$ cat src/rtl/pixel_readback_fifo_16.sv
// Read-side pixel FIFO between the sharpening filter and the DLX. Reads have 1-cycle registered latency.
// Backpressure: FULL rejects writes, EMPTY ignores reads, and both raise sticky OVF/UNF. Define PIXEL_FIFO_LEVEL_EN to add the LEVEL and ALMOST_FULL ports.
module pixel_readback_fifo_16 #(
  parameter int DATA_W = 16,
  parameter int ADDR_W = 3
) (
  input  logic              CLK,
  input  logic              RST_N,
  input  logic              WR_EN,
  input  logic [DATA_W-1:0] WR_D,
  output logic              FULL,
  input  logic              RD_EN,
  output logic [DATA_W-1:0] RD_D,
  output logic              RD_VALID,
  output logic              EMPTY,
  input  logic              CLR_ERR,
  output logic              OVF,
  output logic              UNF
`ifdef PIXEL_FIFO_LEVEL_EN
  ,
  output logic [ADDR_W:0]   LEVEL,
  output logic              ALMOST_FULL
`endif
);

  localparam int DEPTH = 1 << ADDR_W;
  localparam logic [ADDR_W:0] FULL_LVL  = (ADDR_W+1)'(DEPTH);
  localparam logic [ADDR_W:0] ALMOST_LVL = (ADDR_W+1)'(DEPTH - 1);

  logic [DATA_W-1:0] mem [DEPTH];
  logic [ADDR_W-1:0] wr_ptr;
  logic [ADDR_W-1:0] rd_ptr;
  logic [ADDR_W:0]   count;
  logic              wr_acc;
  logic              rd_acc;
  logic              wr_err;
  logic              rd_err;

  // Flags come from the count register only, so there is no input-to-flag path.
  assign FULL   = (count == FULL_LVL);
  assign EMPTY  = (count == '0);
  assign wr_acc = WR_EN & ~FULL;
  assign rd_acc = RD_EN & ~EMPTY;
  assign wr_err = WR_EN & FULL;
  assign rd_err = RD_EN & EMPTY;

`ifdef PIXEL_FIFO_LEVEL_EN
  assign LEVEL       = count;
  assign ALMOST_FULL = (count >= ALMOST_LVL);
`endif

  always_ff @(posedge CLK) begin
    if (wr_acc) mem[wr_ptr] <= WR_D;
  end

  always_ff @(posedge CLK) begin
    if (!RST_N) begin
      wr_ptr   <= '0;
      rd_ptr   <= '0;
      count    <= '0;
      RD_D     <= '0;
      RD_VALID <= 1'b0;
      OVF      <= 1'b0;
      UNF      <= 1'b0;
    end else begin
      if (wr_acc) wr_ptr <= wr_ptr + ADDR_W'(1);
      if (rd_acc) begin
        rd_ptr <= rd_ptr + ADDR_W'(1);
        RD_D   <= mem[rd_ptr];
      end
      RD_VALID <= rd_acc;

      case ({wr_acc, rd_acc})
        2'b10:   count <= count + (ADDR_W+1)'(1);
        2'b01:   count <= count - (ADDR_W+1)'(1);
        default: count <= count;
      endcase

      // A fresh error in the same cycle beats CLR_ERR.
      if (wr_err)       OVF <= 1'b1;
      else if (CLR_ERR) OVF <= 1'b0;
      if (rd_err)       UNF <= 1'b1;
      else if (CLR_ERR) UNF <= 1'b0;
    end
  end

endmodule

$ cat config.mk
export PLATFORM = sky130hd
export DESIGN_NAME = pixel_readback_fifo_16
export DESIGN_NICKNAME = d
export VERILOG_FILES = /design/src/rtl/pixel_readback_fifo_16.sv
export SDC_FILE = /design/constraint.sdc
export NUM_CORES = 1
export LEC_CHECK = 0
export CAP_MARGIN = 20
export CELL_PAD_IN_SITES_DETAIL_PLACEMENT = 0
export CELL_PAD_IN_SITES_GLOBAL_PLACEMENT = 1
export CORE_MARGIN = 2
export CORE_UTILIZATION = 35
export DETAILED_ROUTE_END_ITERATION = 10
export HOLD_SLACK_MARGIN = 0.08
export PLACE_DENSITY_LB_ADDON = 0.1
export SLEW_MARGIN = 10
export SYNTH_ARGS = -nofsm -noshare
export SYNTH_HDL_FRONTEND = slang
export SYNTH_SLANG_ARGS = --single-unit
$ cat constraint.sdc
create_clock -name CLK -period 3.5 [get_ports CLK]
set_input_delay 0.35 -clock CLK [delete_from_list [all_inputs] [get_ports CLK]]
set_output_delay 0.35 -clock CLK [all_outputs]
set_load 0.1 [all_outputs]
* After elaboration in Yosys (flattened, before gate mapping)
Memory sizes are Yosys's and may differ from the RTL's. A register that Yosys moved wholly into a read port is not among the register bits. Index checks and enable logic that the tools add are counted.
Storage, ports and cells: memory bits (writable) 128, output and inout port bits 21, bits of input ports 21, memories kept 1, register bits after elaboration 13
Cells by class: $add $sub $neg 4, bitwise operators 6, equal/unequal tests 3, reductions and logical operators 5, muxes and demuxes 6
Memories:
- mem | depth 8, width 16, rd ports 1, clocked after Yosys merged registers in 1, write ports 1, RTL line 30 | logic [DATA_W-1:0] mem [DEPTH];
Operator list (count):
- $pmux 4 s2 | 1
- $add 3x1->3 const B | 2
- $reduce_bool 2->1 | 3
- $mux 1 | 5
- $add 4x1->4 const B | 1
- $and 1x1->1 | 4
- $eq 4x4->1 const B | 1
- $logic_not 4->1 | 1
- $sub 4x1->4 const B | 1
- $eq 2x1->1 const B | 1
- $eq 2x2->1 const B | 1
- $not 1->1 | 2
- $logic_not 1->1 | 1

* Logic depth before layout (Yosys ltp)
depth after elaboration 5, gate-level depth with buffers 11, depth with buffers taken out 9

* Least setup slack after synthesis
No wires, ideal clock.
kind flip-flop to flip-flop, from reg count[0], to reg UNF, library setup time 0.074 ns, stages on the path, launching flop included 4, data arrival time 3.752 ns, data required time 3.426 ns, slack -0.325 ns, period minus slack after synthesis 3.825 ns, cells stage by stage dfxtp_1 nor4_1 a21oi_1 nor2b_1
Between the ends: cells in the longest elaborated chain, start to end 3, elaborated cells between the ends (all ways) 4
Ends and longest elaborated chain:
- from (decl) | RTL line 33 | logic [ADDR_W:0] count;
- from (signal assigned) | RTL line 74 | 2'b10: count <= count + (ADDR_W+1)'(1);
- from (signal assigned) | RTL line 75 | 2'b01: count <= count - (ADDR_W+1)'(1);
- from (signal assigned) | RTL line 76 | default: count <= count;
- $logic_not 4->1 * | RTL line 41 | assign EMPTY = (count == '0);
- via EMPTY | RTL line 15 | output logic EMPTY,
- $and 1x1->1 * | RTL line 45 | assign rd_err = RD_EN & EMPTY;
- $mux 1 / $reduce_bool 2->1 (equally long branches)
- to (signal assigned) | RTL line 64 | UNF <= 1'b0;
- to (signal assigned) | RTL line 82 | if (rd_err) UNF <= 1'b1;
- to (signal assigned) | RTL line 83 | else if (CLR_ERR) UNF <= 1'b0;
- to (decl) | RTL line 18 | output logic UNF
Mark *: on every way through the listed nets, which the timed path passes. The rest lies on a longest branch. A chain may end at the register's enable or synchronous reset.

* Worst setup path in the final report
from reg count[0], to out EMPTY
Between the ends: cells in the longest elaborated chain, start to end 1
Ends and longest elaborated chain (RTL line):
- $logic_not 4->1 | 41
- to (decl) | 15
Every way passes these cells.

==> impl_results.md <==
- Outcome: finished clean
- Initial DRC count: 246
- VDD IR max: 392.0 µV
- Simple-Gate Fraction of Synth Area: 4.983%
- Htree depth: 4
- Drt via density: 4.918
- Reg2reg setup slack: 0.99 ns
- Setup Skew: 0.006482 ns
- Number of antenna diodes: 0
- Post-CTS Resized: 0
- Post-synth top flop: edfxtp_1
- Final setup vio count: 0
- Sequential fraction of the synthesis area: 74.35%
- Die Y: 134.4 µm
- Setup TNS: 0 ns
- Remaining DRCs: 0
- Largest family of logic cells by synthesized area: multiplexers
- Synthesized area: 5951 µm²
- Cells after Synth: 320
- CP Data Required Time: 3.15 ns
- Setup bufs post-CTS: 0
- DR WL/cell: 19.74 µm
- Final Hold Fails: 0
- Port bufs: 41
- Critical path's largest stage delay: 1.18 ns
- Hold_buf cts: 0
- Starting Density: 35.88%
- Area share of xor/xnor cells in the synthesized design: 1.030%
- Tcrit/Tclk final: 75.67%
- Crit start category: flop
- Clk Latency, worst-skew pair: 0.41 ns
- DP HPWL: 6573 µm
- Die width: 134.4 µm
- Rel. slew slack: 34.43%
- Row count: 47
- Num Clock Sinks: 157
- CTS tree: yes
- Core ar.: 16580 µm²
- Min Tclk post-route: 2.649 ns
- Top Ports: 42
- Number of global-route vias before repair: 3110
- Synthesis-to-layout area growth: 22.27%
- Yosys reg bits: 157
- Worst-case clock buffer depth: 2
- Post-synth net total: 346
- Number of synthesized flops with an enable pin: 128
- Initial antenna violation count: 0
- Synthesized area per cell: 18.60 µm²
- Routability Congestion: 0.6723
- Synth Area in Adders: 1.051%
- CTS buffer count: 17
- WS Path Type: reg -> out
- CP max stage cell: clkdlybuf4s50_1
- Slew @ Worst Pin: 0.9804 ns
- Fmax: 377.6 MHz
- CTS Root Cell: clkbuf_16
- Design Power: 5.882 mW
- FFs w/ async S/R, synth: 0%
- Vias: 2995
- Post-synthesis mux area share: 12.78%
- RSZ-0062 raised after global routing: false
- CP Cell Sequence: nor4_2 > clkdlybuf4s50_1
- Synth unique cells: 33
- Crit Path Max Fanout: 7
- Layout cells sized above 1: 21.85%
- Final ANT Viol Nets: 0
- Overflow after GRT: 0
- Worst Hold Class: reg -> reg
- P_leak: 2.359 nW
- Compound-Gate Fraction of Synth Area: 4.247%
- DR pass1 iterations: 4
- PD cells: 808.5 nW/µm²
- Total GRT Usage: 14.56%
- Largest net degree at the start of global routing: 31
- Slew Limit Fails: 0
- Clock slew at reported path FFs: 0.06 ns
- Die area: 18060 µm²
- Max_cap viols: 0
- Worst EP arrival: 2.30 ns
- Critical path endpoint category: output pin
- Synth warnings: 0
- Global-route wire length before repair: 18650 µm
- Total wire length: 12020 µm
- Layout net count: 402
state kept, by name, summed over array words and instances, names as in the netlist:
signal    cells
OVF           1
RD_D         16
RD_VALID      1
UNF           1
count         4
mem         128
rd_ptr        3
wr_ptr        3
cell usage in the layout (no fill, tap or decap), types with 5 or more instances in the layout:
cell type / synthesis / final
mux4_2: 32 / 32
edfxtp_1: 128 / 128
nor2b_1: 7 / 7
buf_4: 1 / 12
and2_1: 6 / 6
clkinv_2: 0 / 5
o22ai_1: 15 / 15
nand2_1: 6 / 6
nor2_1: 18 / 18
dfxtp_1: 29 / 28
clkbuf_16: 0 / 17
o21ai_0: 19 / 19
clkdlybuf4s50_1: 0 / 40
ha_1: 5 / 5
synthesized netlist by cell type, types with 2 or more instances:
| cell type | number | area (µm²) |
|---|---|---|
| a21boi_0 | 2 | 15.01 |
| a21oi_1 | 4 | 20.02 |
| and2_1 | 6 | 37.54 |
| buf_1 | 2 | 7.510 |
| buf_2 | 5 | 25.02 |
| buf_6 | 2 | 22.52 |
| clkbuf_1 | 7 | 26.28 |
| dfxtp_1 | 29 | 580.6 |
| edfxtp_1 | 128 | 3844 |
| ha_1 | 5 | 62.56 |
| mux2i_1 | 4 | 40.04 |
| mux4_2 | 32 | 720.7 |
| nand2_1 | 6 | 22.52 |
| nand2b_1 | 3 | 18.77 |
| nand3_1 | 3 | 15.01 |
| nor2_1 | 18 | 67.56 |
| nor2b_1 | 7 | 43.79 |
| nor3_1 | 4 | 20.02 |
| nor4_1 | 2 | 12.51 |
| o21ai_0 | 19 | 95.09 |
| o22ai_1 | 15 | 93.84 |
| xnor2_1 | 4 | 35.03 |
| xor2_1 | 3 | 26.28 |
kinds of logic after synthesis:
group	count (synthesis)
adder cells (fa/ha/maj)	5
multiplexers	36
AO/OA/AOI/OAI	42
XOR/XNOR	7
flip-flops	157
buffers and inverters	18
AND/OR/NAND/NOR	55
critical path: cells and delay by family (launching register included):
family / cells / cell delay [ns]
buf+inv: 1 / 1.18
flops: 1 / 0.39
simple gates: 1 / 0.31
stage by stage:
step	cells	setup slack (ns)	hold slack (ns)	util, %	instance area, µm²
after floorplan	320	0.7208	0.4489	-	5957
after global placement	576	0.8755	0.4956	40.29	6681
after detailed placement	576	0.8632	0.5034	40.29	6681
after CTS	608	0.8165	0.5192	43.78	7261
after global routing	609	0.7416	0.5325	43.87	7276
final	609	0.8514	0.5101	43.87	7276
final timing paths:
check | start | end | depth (start not counted)
worst max-delay path | count[0]$_SDFFE_PN0P_ | EMPTY | 2
worst min-delay path | RD_D[6]$_SDFFE_PN0P_ | RD_D[6]$_SDFFE_PN0P_ | 2
worst max register to register | count[1]$_SDFFE_PN0P_ | count[2]$_SDFFE_PN0P_ | 9
worst min register to register | RD_D[6]$_SDFFE_PN0P_ | RD_D[6]$_SDFFE_PN0P_ | 2
report_power, final:
| group | switching (mW) | leakage [nW] | internal, mW |
|---|---|---|---|
| combinational | 1.16 | 0.676 | 0.571 |
| sequential | 0.135 | 1.40 | 2.21 |
| clock | 0.700 | 0.282 | 1.11 |
cell type report:
class                   instances  area [µm²]
clock inverters                13       146.4
well taps                     220       275.3
flip-flops and latches        157        4425
multi-input cells             145        1466
inverters                       1       3.754
repair buffers                 54       525.5
fillers                      1464        9308
clock buffers                  19       432.9
routing by layer:
layer / vias to the layer above / track usage (%) / share of wire [%]
li1: 1395 / - / -
met1: 1549 / 18.94 / 45
met2: 44 / 23.89 / 51
met3: 7 / 4.422 / 2.9
met4: 0 / 3.860 / 0.84
met5: - / 0 / 0
No activity file was read; power rests on OpenSTA's default activity.
